### src/rtl/mem_stage_lsu.sv
// Memory-stage load/store unit: aligns and checks EX/MEM accesses, drives a req/gnt/rvalid
// data port, stalls the pipeline while an access is outstanding, and registers MEM/WB.
module mem_stage_lsu #(
    parameter int unsigned MAX_WAIT = 15
) (
    input  logic        clk,
    input  logic        reset,
    input  logic        ex_valid,
    input  logic [31:0] alu_result_in,
    input  logic [31:0] reg_data2_in,
    input  logic [4:0]  rd_in,
    input  logic [2:0]  func3_in,
    input  logic [1:0]  wb_sel_in,
    input  logic [31:0] pc_in,
    input  logic        mem_read_in,
    input  logic        mem_write_in,
    input  logic        reg_write_in,
    input  logic        mem_to_reg_in,
    output logic        stall_out,
    output logic        dmem_req,
    output logic        dmem_we,
    output logic [31:0] dmem_addr,
    output logic [31:0] dmem_wdata,
    output logic [3:0]  dmem_be,
    input  logic        dmem_gnt,
    input  logic        dmem_rvalid,
    input  logic [31:0] dmem_rdata,
    output logic        wb_valid,
    output logic        wb_reg_write,
    output logic        wb_mem_to_reg,
    output logic [4:0]  wb_rd,
    output logic [1:0]  wb_sel,
    output logic [31:0] wb_pc,
    output logic [31:0] wb_alu_result,
    output logic [31:0] wb_load_data,
    output logic        mem_fault,
    output logic [1:0]  mem_fault_cause
);

    typedef enum logic [1:0] {StIdle, StReq, StWaitR} state_e;

    localparam logic [7:0] LastWait = 8'(MAX_WAIT - 1);

    state_e      state_q, state_d;
    logic [7:0]  cnt_q, cnt_d;
    logic        access, illegal, misaligned, legal, timeout;
    logic        req, done, load_ok;
    logic [1:0]  cause;
    logic [31:0] st_wdata, ld_ext;
    logic [3:0]  st_be;
    logic [7:0]  ld_byte;
    logic [15:0] ld_half;

    assign access = ex_valid & (mem_read_in | mem_write_in);

    // Legal loads: 000,001,010,100,101. Legal stores: 000,001,010.
    always_comb begin
        illegal = 1'b0;
        if (mem_read_in && mem_write_in) begin
            illegal = 1'b1;
        end else if (mem_read_in) begin
            illegal = (&func3_in[1:0]) | (&func3_in[2:1]);
        end else if (mem_write_in) begin
            illegal = func3_in[2] | (&func3_in[1:0]);
        end
    end

    assign misaligned = ((func3_in[1:0] == 2'b01) & alu_result_in[0]) |
                        ((func3_in[1:0] == 2'b10) & (|alu_result_in[1:0]));
    assign legal      = access & ~illegal & ~misaligned;
    assign timeout    = (cnt_q == LastWait);

    always_comb begin
        unique case (func3_in[1:0])
            2'b00: begin
                st_wdata = {4{reg_data2_in[7:0]}};
                st_be    = 4'b0001 << alu_result_in[1:0];
            end
            2'b01: begin
                st_wdata = {2{reg_data2_in[15:0]}};
                st_be    = alu_result_in[1] ? 4'b1100 : 4'b0011;
            end
            default: begin
                st_wdata = reg_data2_in;
                st_be    = 4'b1111;
            end
        endcase
    end

    assign ld_byte = dmem_rdata[8*alu_result_in[1:0] +: 8];
    assign ld_half = alu_result_in[1] ? dmem_rdata[31:16] : dmem_rdata[15:0];

    always_comb begin
        unique case (func3_in)
            3'b000:  ld_ext = {{24{ld_byte[7]}}, ld_byte};
            3'b001:  ld_ext = {{16{ld_half[15]}}, ld_half};
            3'b100:  ld_ext = {24'h0, ld_byte};
            3'b101:  ld_ext = {16'h0, ld_half};
            default: ld_ext = dmem_rdata;
        endcase
    end

    always_comb begin
        state_d = state_q;
        cnt_d   = cnt_q;
        req     = 1'b0;
        done    = 1'b0;
        load_ok = 1'b0;
        cause   = 2'b00;
        unique case (state_q)
            StIdle: begin
                cnt_d = 8'd0;
                if (!access) begin
                    done = 1'b1;
                end else if (illegal) begin
                    done  = 1'b1;
                    cause = 2'b11;
                end else if (misaligned) begin
                    done  = 1'b1;
                    cause = 2'b01;
                end else begin
                    req = 1'b1;
                    if (dmem_gnt) begin
                        if (mem_write_in) done = 1'b1;
                        else state_d = StWaitR;
                    end else begin
                        state_d = StReq;
                    end
                end
            end
            StReq: begin
                cnt_d = cnt_q + 8'd1;
                // The last pending cycle drops the request so a late grant cannot be lost.
                if (timeout) begin
                    done    = 1'b1;
                    cause   = 2'b10;
                    state_d = StIdle;
                end else begin
                    req = 1'b1;
                    if (dmem_gnt) begin
                        if (mem_write_in) begin
                            done    = 1'b1;
                            state_d = StIdle;
                        end else begin
                            state_d = StWaitR;
                        end
                    end
                end
            end
            StWaitR: begin
                cnt_d = cnt_q + 8'd1;
                if (dmem_rvalid) begin
                    done    = 1'b1;
                    load_ok = 1'b1;
                    state_d = StIdle;
                end else if (timeout) begin
                    done    = 1'b1;
                    cause   = 2'b10;
                    state_d = StIdle;
                end
            end
            default: state_d = StIdle;
        endcase
    end

    assign stall_out  = ~done;
    assign dmem_req   = req;
    assign dmem_we    = req & mem_write_in;
    assign dmem_addr  = req ? {alu_result_in[31:2], 2'b00} : 32'h0;
    assign dmem_wdata = req ? st_wdata : 32'h0;
    assign dmem_be    = req ? st_be : 4'h0;

    always_ff @(posedge clk or posedge reset) begin
        if (reset) begin
            state_q <= StIdle;
            cnt_q   <= 8'd0;
        end else begin
            state_q <= state_d;
            cnt_q   <= cnt_d;
        end
    end

    always_ff @(posedge clk or posedge reset) begin
        if (reset) begin
            wb_valid        <= 1'b0;
            wb_reg_write    <= 1'b0;
            wb_mem_to_reg   <= 1'b0;
            wb_rd           <= 5'd0;
            wb_sel          <= 2'd0;
            wb_pc           <= 32'h0;
            wb_alu_result   <= 32'h0;
            wb_load_data    <= 32'h0;
            mem_fault       <= 1'b0;
            mem_fault_cause <= 2'd0;
        end else if (!done) begin
            wb_valid     <= 1'b0;
            wb_reg_write <= 1'b0;
            mem_fault    <= 1'b0;
        end else begin
            wb_valid        <= ex_valid;
            wb_reg_write    <= reg_write_in & (cause == 2'b00);
            wb_mem_to_reg   <= mem_to_reg_in;
            wb_rd           <= rd_in;
            wb_sel          <= wb_sel_in;
            wb_pc           <= pc_in;
            wb_alu_result   <= alu_result_in;
            wb_load_data    <= load_ok ? ld_ext : 32'h0;
            mem_fault       <= ex_valid & (cause != 2'b00);
            mem_fault_cause <= cause;
        end
    end

    logic unused_legal;
    assign unused_legal = legal;

endmodule

### config.mk
export PLATFORM = sky130hd
export DESIGN_NAME = mem_stage_lsu
export DESIGN_NICKNAME = d
export VERILOG_FILES = /design/src/rtl/mem_stage_lsu.sv
export SDC_FILE = /design/constraint.sdc
export NUM_CORES = 1
export LEC_CHECK = 0
export ABC_CLOCK_PERIOD_IN_PS = 11000
export BUFFER_PORTS_ARGS = -buffer_cell sky130_fd_sc_hd__buf_2
export CAP_MARGIN = 10
export CORE_AREA = 5 5 123 125
export DETAILED_ROUTE_END_ITERATION = 10
export DIE_AREA = 0 0 128 130
export PLACE_DENSITY = 0.8
export SLEW_MARGIN = 20
export SYNTH_ARGS = -nofsm -noshare
export SYNTH_HDL_FRONTEND = slang
export SYNTH_SLANG_ARGS = --single-unit
### constraint.sdc
create_clock -name clk -period 11 [get_ports clk]
set_input_delay 1.65 -clock clk [delete_from_list [all_inputs] [get_ports clk]]
set_output_delay 1.65 -clock clk [all_outputs]
set_load 0.01 [all_outputs]
==> flow_summary.yaml <==
status:
  outcome: "complete, no violations"
cts:
  post_cts_buffers: 0
  cts_root_buffer: "clkbuf_16"
  cts_made_buffers: 17
  cts_tree: "done"
  cts.clk_slew.worst_paths_ns: 0.05
  cts-htree-levels: 4
  cts_buffer_depth: 2
  clkSinkCount: 119
  clk_latency_ns: 0.41
  ctsResizeCount: 0
  holdBufCountCts: 0
timing:
  worst_pin_slew_ns: 1.11
  fmax_mhz: 147
  slew_violations: 0
  fin_setup_tns_ns: 0
  setup_viol: 0
  max-slew-margin-rel_pct: 26.0
  period_needed_ns: 6.79
  finalCritPeriodShare_pct: 61.8
  rsz0062_at_grt: "no"
  finalHoldViolCount: 0
  skew_ns: 0.00833
worst_setup_path:
  endpoint_kind: "output pin"
  r2r_slack_ns: 8.21
  critPathMaxFanout: 62
  crit_arrival_ns: 5.14
  worst-setup-path-type: "in2out"
  start_kind: "input pin"
  crit_required_ns: 9.35
global_routing:
  first_global_vias: 5657
  grt_usage_pct: 22.6
  antenna_found_initial: 1
  globalRouteOverflowTotal: 0
  grt_max_degree: 78
  grt_pass1_wl_microns: 29400
layout:
  final_cell_mix: "324 x buf_2, 119 x dfrtp_1, 79 x mux2_2"
  fillers: 1157
  final_common_cell: "buf_2"
  design_area_sq_um: 8620
  area_growth_pct: 37.3
  top_regs: "wb_alu_result: 32 flops, wb_load_data: 32 flops, wb_pc: 32 flops"
  layoutNonFillerInstCount: 1077
  drive_gt1_share_pct: 52.7
  fin_util_pct: 62.6
  fin_nets: 1036
route:
  vias: 5551
  post_drt_wl_per_cell_microns: 18.1
  ant_nets: 0
  routed_via_density: 5.15
  drc: 0
  first_pass_iters: 7
  wl_microns: 19500
  drtIter0Drc: 349
yosys:
  yosysTopAreaCell: "dfrtp_1"
  syn_area_sq_um: 6280
  ys_seq_area_share_pct: 47.4
  ys_warn_count: 0
  synth-edff-count: 0
  ys.flop_type: "dfrtp_1"
  asyncSetResetFlopFracSynth_pct: 100
  netlist_instances: 575
  syn_area_per_cell_sq_um: 10.9
  yosysUniqueCellTypes: 45
  ys_ff_latch: 119
  synth_area_leaders: "dfrtp_1 47%, mux2_2 14%, mux2i_1 4.9%"
  synth_top_area_share_pct: 47.4
floorplanning:
  die_area_sq_um: 16600
  start_util_pct: 45.6
  die_h_microns: 130
  die_w_microns: 128
  core-area_sq_um: 13800
  fp-row-count: 43
  boundaryPins: 327
power:
  power_density_nw_per_um2: 271
  total_power_w: 0.00233
  power_leakage_nw: 4.63
  worst_ir_drop_vdd_v: 0.000233
job:
  maxCapViolCount: 0
placement:
  hpwl_microns: 14900
  dp.cells: 1043
  gp_congestion: 0.885
  port_buffers: 324
  place_area_sq_um: 7970
hold_path:
  hp-class: "reg2reg"
## stage by stage
stage	worst slack, ns	hold slack (ns)
after floorplan	6.03	0.475
after global placement	3.83	0.473
after detailed placement	3.71	0.480
after CTS	3.72	0.493
after global routing	3.89	0.513
final	4.21	0.491
## worst paths after layout
path,from,end,depth (start not counted)
max,func3_in[1],dmem_addr[15],10
min,wb_alu_result[22],wb_alu_result[22],1
max reg2reg,cnt_q[4],wb_pc[9],6
min reg2reg,wb_alu_result[22],wb_alu_result[22],1
max in group asynchronous,reset,mem_fault,3
min in group asynchronous,reset,wb_alu_result[7],2
## layout make-up
type                            instances  area, sq um  share of cell area (%)
Inverter                               36          138                    1.60
Antenna cell                            1         2.50                  0.0290
Tap cell                              180          225                    2.61
Clock buffer                           19          443                    5.14
Sequential cell                       119         2980                    34.5
Clock inverter                         13          193                    2.24
Timing Repair Buffer                  328         1660                    19.2
Multi-Input combinational cell        381         2990                    34.6
## cell usage after synthesis (4+ instances only)
master	count
nor2_1	45
a21oi_1	47
ha_1	6
nor3b_1	8
and2_1	43
mux2_2	79
o221a_2	7
o221ai_1	8
nand3_1	4
dfrtp_1	119
buf_4	5
clkbuf_1	22
mux2_4	20
inv_1	35
mux2i_1	31
o21ai_0	26
nand2_1	22
buf_2	7
## metal layers
| layer | global-route usage (%) | share of wire [%] |
|---|---|---|
| met5 | 0 | 0 |
| met3 | 7.08 | 8.8 |
| met1 | 25.7 | 38 |
| met2 | 40.6 | 51 |
| met4 | 7.43 | 2.3 |
## critical path, cell delays in order
cell	delay, ns
buf_2	0.08
buf_4	0.51
inv_1	0.45
o31ai_1	0.56
a21oi_1	0.15
a22oi_2	0.60
buf_6	0.25
inv_1	0.38
and2_1	0.33
buf_2	0.14
## report_power, final
group	leakage (nW)	internal, W	switching, W
Clock	0.305	0.000388	0.000207
Sequential	1.48	0.000630	0.000104
Combinational	2.85	0.000492	0.000513
Total	4.63	0.00151	0.000824
## kinds of logic after synthesis
kind of cell / Yosys count / synth area share [%]
DFF: 119 / 47.4
buffers and inverters: 76 / 5.34
adders and majority gates: 7 / 1.38
AOI/OAI and AO/OA: 102 / 10.3
xor gates and xnor gates: 3 / 0.419
muxes: 131 / 24.1
other: 1 / 0.0597
and+or+nand+nor: 136 / 11.0
Power figures use the tool's default switching activity.
